===== src/rtl/axi_read_issue_ctrl.sv =====
// Splits one read transfer into AXI AR bursts and tracks in-flight bursts via rlast handshakes.
// First arvalid one cycle after start; issue stalls while C_MAX_OUTSTANDING bursts await rlast.
module axi_read_issue_ctrl #(
  parameter int C_ADDR_WIDTH      = 64,
  parameter int C_DATA_WIDTH      = 512,
  parameter int C_XFER_SIZE_WIDTH = 32,
  parameter int C_BURST_LEN       = 64,
  parameter int C_MAX_OUTSTANDING = 16
) (
  input  logic                         clk,
  input  logic                         areset,
  input  logic                         ctrl_start,
  output logic                         ctrl_done,
  input  logic [C_ADDR_WIDTH-1:0]      ctrl_addr_offset,
  input  logic [C_XFER_SIZE_WIDTH-1:0] ctrl_xfer_size_in_bytes,
  output logic                         m_axi_arvalid,
  input  logic                         m_axi_arready,
  output logic [C_ADDR_WIDTH-1:0]      m_axi_araddr,
  output logic [7:0]                   m_axi_arlen,
  input  logic                         m_axi_rvalid,
  input  logic                         m_axi_rready,
  input  logic                         m_axi_rlast,
  output logic                         busy
);

  localparam int BYTES = C_DATA_WIDTH / 8;
  // One spare bit so the ceil() rounding additions cannot overflow.
  localparam int CW = C_XFER_SIZE_WIDTH + 1;
  localparam int OW = $clog2(C_MAX_OUTSTANDING + 1);
  localparam logic [C_ADDR_WIDTH-1:0] BURST_BYTES = C_ADDR_WIDTH'(C_BURST_LEN * BYTES);
  localparam logic [7:0]              FULL_LEN    = 8'(C_BURST_LEN - 1);
  localparam logic [OW-1:0]           MAX_OUT     = OW'(C_MAX_OUTSTANDING);

  typedef enum logic [1:0] {IDLE, RUN, DONE} state_t;

  state_t                  state_q, state_d;
  logic [C_ADDR_WIDTH-1:0] araddr_q, araddr_d;
  logic [7:0]              arlen_q, arlen_d;
  logic [7:0]              last_len_q, last_len_d;
  logic [CW-1:0]           ar_rem_q, ar_rem_d;
  logic [CW-1:0]           r_rem_q, r_rem_d;
  logic [OW-1:0]           outst_q, outst_d;

  logic [CW-1:0] start_beats;
  logic [CW-1:0] start_bursts;
  logic [7:0]    start_last_len;
  logic          ar_hs;
  logic          rlast_hs;

  assign start_beats    = (CW'(ctrl_xfer_size_in_bytes) + CW'(BYTES - 1)) / CW'(BYTES);
  assign start_bursts   = (start_beats + CW'(C_BURST_LEN - 1)) / CW'(C_BURST_LEN);
  // Equals beats - (N-1)*C_BURST_LEN - 1 whenever beats is non-zero.
  assign start_last_len = 8'((start_beats - CW'(1)) % CW'(C_BURST_LEN));

  assign m_axi_arvalid = (state_q == RUN) && (ar_rem_q != '0) && (outst_q != MAX_OUT);
  assign m_axi_araddr  = araddr_q;
  assign m_axi_arlen   = arlen_q;
  assign ctrl_done     = (state_q == DONE);
  assign busy          = (state_q != IDLE);

  assign ar_hs    = m_axi_arvalid && m_axi_arready;
  assign rlast_hs = m_axi_rvalid && m_axi_rready && m_axi_rlast;

  always_comb begin
    state_d    = state_q;
    araddr_d   = araddr_q;
    arlen_d    = arlen_q;
    last_len_d = last_len_q;
    ar_rem_d   = ar_rem_q;
    r_rem_d    = r_rem_q;
    outst_d    = outst_q;
    case (state_q)
      IDLE: begin
        if (ctrl_start) begin
          araddr_d   = ctrl_addr_offset;
          last_len_d = start_last_len;
          arlen_d    = (start_bursts == CW'(1)) ? start_last_len : FULL_LEN;
          ar_rem_d   = start_bursts;
          r_rem_d    = start_bursts;
          outst_d    = '0;
          state_d    = (start_beats == '0) ? DONE : RUN;
        end
      end
      RUN: begin
        if (ar_hs) begin
          ar_rem_d = ar_rem_q - CW'(1);
          araddr_d = araddr_q + BURST_BYTES;
          arlen_d  = (ar_rem_q == CW'(2)) ? last_len_q : FULL_LEN;
        end
        // A stray rlast with nothing left to return saturates rather than wraps.
        if (rlast_hs && (r_rem_q != '0)) begin
          r_rem_d = r_rem_q - CW'(1);
        end
        case ({ar_hs, rlast_hs})
          2'b10:   outst_d = outst_q + OW'(1);
          2'b01:   outst_d = (outst_q != '0) ? outst_q - OW'(1) : outst_q;
          default: outst_d = outst_q;
        endcase
        if ((ar_rem_d == '0) && (r_rem_d == '0)) begin
          state_d = DONE;
        end
      end
      DONE:    state_d = IDLE;
      default: state_d = IDLE;
    endcase
  end

  always_ff @(posedge clk or posedge areset) begin
    if (areset) begin
      state_q    <= IDLE;
      araddr_q   <= '0;
      arlen_q    <= '0;
      last_len_q <= '0;
      ar_rem_q   <= '0;
      r_rem_q    <= '0;
      outst_q    <= '0;
    end else begin
      state_q    <= state_d;
      araddr_q   <= araddr_d;
      arlen_q    <= arlen_d;
      last_len_q <= last_len_d;
      ar_rem_q   <= ar_rem_d;
      r_rem_q    <= r_rem_d;
      outst_q    <= outst_d;
    end
  end

endmodule

===== config.mk =====
export PLATFORM = sky130hd
export DESIGN_NAME = axi_read_issue_ctrl
export DESIGN_NICKNAME = d
export VERILOG_FILES = /design/src/rtl/axi_read_issue_ctrl.sv
export SDC_FILE = /design/constraint.sdc
export NUM_CORES = 1
export LEC_CHECK = 0
export BUFFER_PORTS_ARGS = -buffer_cell sky130_fd_sc_hd__buf_2
export CORE_MARGIN = 2
export CORE_UTILIZATION = 52
export CTS_CLUSTER_SIZE = 16
export DETAILED_ROUTE_END_ITERATION = 16
export GPL_TIMING_DRIVEN = 0
export PLACE_DENSITY = 0.8
export SYNTH_ARGS = -nofsm -noshare
export SYNTH_HDL_FRONTEND = slang
export SYNTH_SLANG_ARGS = --single-unit

===== constraint.sdc =====
create_clock -name clk -period 4.53 [get_ports clk]
set_clock_uncertainty 0.05 [all_clocks]
set_input_delay 0.453 -clock clk [delete_from_list [all_inputs] [get_ports clk]]
set_output_delay 0.453 -clock clk [all_outputs]
set_load 0.1 [all_outputs]

==> results.json <==
{
  "vdd_ir_drop_max_v": 0.0002999,
  "cts_hold_buffers": 0,
  "crit_required_ns": 4.82,
  "fmax_mhz": 224.2,
  "vias": 12460,
  "critPathMaxFanout": 9,
  "h-tree-depth": 4,
  "grt_util_all_layers_pct": 36.06,
  "wl_mm": 39.32,
  "slowest_stage": "nor3_1",
  "synthMuxAreaShare_pct": 0.7898,
  "synth_seq_cells": 149,
  "grt_max_degree": 76,
  "syn_area_per_cell_sq_um": 7.658,
  "holdWs_ns": 0.08766,
  "fin_crit_sh_pct": 98.44,
  "grt.overflow.total": 0,
  "power_density_nw_per_um2": 410.6,
  "fill_cells": 1830,
  "period_needed_ns": 4.459,
  "core-area_sq_um": 20100,
  "slew_headroom_pct": 6.513,
  "crit_family": "simple AND/OR/NAND/NOR gates",
  "tightest_slew_ns": 1.392,
  "timing.rr.end": "state_q[1]",
  "grt_pass1_wl_mm": 61.70,
  "ioPinCount": 178,
  "fp-row-count": 52,
  "rsz0062_at_grt": "false",
  "place_area_sq_um": 11840,
  "slew_viol_final": 0,
  "drc": 0,
  "cts_root_buffer": "clkbuf_16",
  "design_area_sq_um": 12390,
  "first_iter_violations": 1574,
  "synth_edf_count": 0,
  "yosys_warnings": 0,
  "ant_nets": 0,
  "seq_area_frac_synth_pct": 35.13,
  "fin_nets": 1692,
  "cp-end-kind": "register",
  "start_util_pct": 52.79,
  "cp-start-kind": "register",
  "synth_adder_area_share_pct": 1.485,
  "insertion_delay_ns": 0.44,
  "synth_top_family_by_area": "simple AND/OR/NAND/NOR gates",
  "critPathArrivalTime_ns": 4.75,
  "hold_violations": 0,
  "synth_area_sq_um": 10610,
  "cts.sink_count": 149,
  "antenna_found_initial": 0,
  "cp_common_cell": "nand4_1",
  "syn2layout_area_growth_pct": 16.74,
  "path_cells": "inv_1 > ha_1 > nand4_1 > nor3_1 > nand3_1 > nand2b_1 > a211oi_1 > o22ai_1 > nor4_2 > nand4_1 > a21oi_1",
  "clockBufferDepth": 2,
  "async_reset_ff_share_pct": 100.0,
  "tritoncts": "yes",
  "place.gp.congestion": 0.9931,
  "outcome": "finished, final reports clean",
  "setup_viol": 0,
  "multi_input_area_sq_um": 6406,
  "yosys.area_share.simple_pct": 29.03,
  "p_leak_nw": 5.310,
  "drive_gt1_share_pct": 15.47,
  "r2r-start": "r_rem_q[0]",
  "io_buffers": 170,
  "synthFlopType": "dfrtp_1",
  "min_path_type": "in2async",
  "via_per_inst": 6.698,
  "synth_xor_area_share_pct": 3.713,
  "grt_pass1_vias": 11400,
  "r2r_slack_ns": 0.07,
  "dieArea_sq_um": 21570,
  "reg2reg_depth": 11,
  "dp_hpwl_mm": 28.73,
  "drtPass1Iterations": 7,
  "route.detailed.wl_per_inst_um": 21.14,
  "synth_compound_area_share_pct": 25.20,
  "antenna_cells": 0,
  "die_h_um": 146.9,
  "syn_inst": 1386,
  "slowest_delay_ns": 1.19,
  "crit_type": "reg2reg",
  "clk_pin_slew_ns": 0.07,
  "die_w_um": 146.9,
  "seq_area_sq_um": 3729,
  "cts_buffers": 17,
  "path_buf_inv": 1,
  "max_cap_viol_count": 0,
  "yosys.cell_types.count": 79
}
==> placed cells by master, fill, tap and decap left out, types with 10 or more instances in the layout <==
master,count
nand2_1,212
buf_2,176
dfrtp_1,149
o21ai_0,124
a21oi_1,120
nor2_1,110
clkbuf_1,82
nand3_1,56
nor3_1,46
nor4_1,43
nand4_1,34
or3_1,27
inv_1,25
xnor2_1,23
o211ai_1,22
xor2_1,22
and3_1,21
o22ai_1,20
o31ai_1,18
clkbuf_16,17
a211oi_1,12
or2_2,11
a31oi_1,11
ha_1,11
and2_1,10
o311ai_0,10
==> final cells by class <==
class	instances	share of cell area, %
Buffer	95	3.161
Clock buffer	19	3.494
Clock inverter	13	0.9088
Multi-Input combinational cell	1117	51.70
Sequential cell	149	30.09
Inverter	26	0.8280
Tap cell	270	2.726
Timing Repair Buffer	171	7.089
==> synthesized netlist by cell type, drive strengths merged (5+ instances only) <==
cell / count / share of area (%)
nand2: 212 / 7.5
o21ai: 125 / 5.9
mux2i: 5 / 0.47
o31ai: 18 / 1.3
and4: 8 / 0.66
and3: 21 / 1.2
nand4: 34 / 2.0
a22oi: 5 / 0.35
nor2b: 5 / 0.29
o22ai: 21 / 1.3
nor3: 47 / 2.3
a21oi: 120 / 5.7
nor4: 48 / 3.1
o211ai: 23 / 1.7
nand3: 56 / 2.6
nor2: 110 / 3.9
and2: 10 / 0.59
or3: 27 / 1.6
o311ai: 10 / 0.83
o221ai: 6 / 0.50
a211oi: 13 / 0.97
or2: 12 / 0.71
dfrtp: 149 / 35
xor2: 22 / 1.8
xnor2: 23 / 1.9
inv: 26 / 0.92
a21o: 8 / 0.57
buf: 14 / 0.81
or4: 12 / 0.95
o22a: 5 / 0.41
clkbuf: 81 / 2.9
nand2b: 9 / 0.53
o21a: 9 / 0.64
a211o: 5 / 0.41
a31oi: 11 / 0.65
ha: 11 / 1.3
==> power breakdown <==
part	switching, mW	internal, mW
combinational	1.27	0.609
sequential	0.293	1.55
clock	0.649	0.718
total	2.21	2.88
==> how the worst max path moves through the flow <==
stage | from | slack, ns | endpoint | cells after the start
5_1_grt | outst_q[1] | 0.03 | outst_q[4] | 13
2_1_floorplan | areset | 0.02 | ar_rem_q[0] | 1
6_report | r_rem_q[0] | 0.07 | state_q[1] | 11
4_1_cts | ar_rem_q[13] | 0.32 | outst_q[4] | 16
3_3_place_gp | areset | -1.90 | m_axi_arlen[2] | 2
3_5_place_dp | ctrl_xfer_size_in_bytes[0] | 0.09 | m_axi_arlen[1] | 16
==> logic make-up after synthesis <==
logic type / Yosys count
other: 1
DFF: 149
buffers and inverters: 121
muxes: 8
and+or+nand+nor: 623
AOI/OAI and AO/OA: 427
xor gates and xnor gates: 45
adders and majority gates: 12
==> state kept, by name, indices dropped and copies added, names as in the netlist <==
name / count
last_len_q: 6
outst_q: 5
m_axi_arlen: 6
m_axi_araddr: 64
state_q: 2
r_rem_q: 33
ar_rem_q: 33
==> routing by layer <==
metal  global-route usage [%]  wire [um]  up-vias
li1                         -          -     5532
met1                    49.09      15540     5865
met2                    55.12      17270      873
met3                    7.764       4411      188
met4                    16.89       2095        0
met5                        0          0        -
==> per-stage QoR <==
step	cells	TNS (ns)	setup slack [ns]	power, mW	util (%)
after global placement	1827	-280.95	-1.904	3.615	58.73
after global routing	1860	0	0.02784	5.318	61.63
after detailed placement	1828	0	0.08981	3.664	58.89
final	1860	0	0.07052	5.087	61.63
after CTS	1860	0	0.3237	5.012	61.60
after floorplan	1387	0	0.01896	3.159	-
==> what timing repair did <==
| action | in CTS | in global routing |
|---|---|---|
| buffers inserted | 0 | 0 |
| endpoints found under the setup margin | 0 | 10 |
| gates resized for setup | 0 | 1 |
Note: power is estimated with default switching activity, not from simulation.
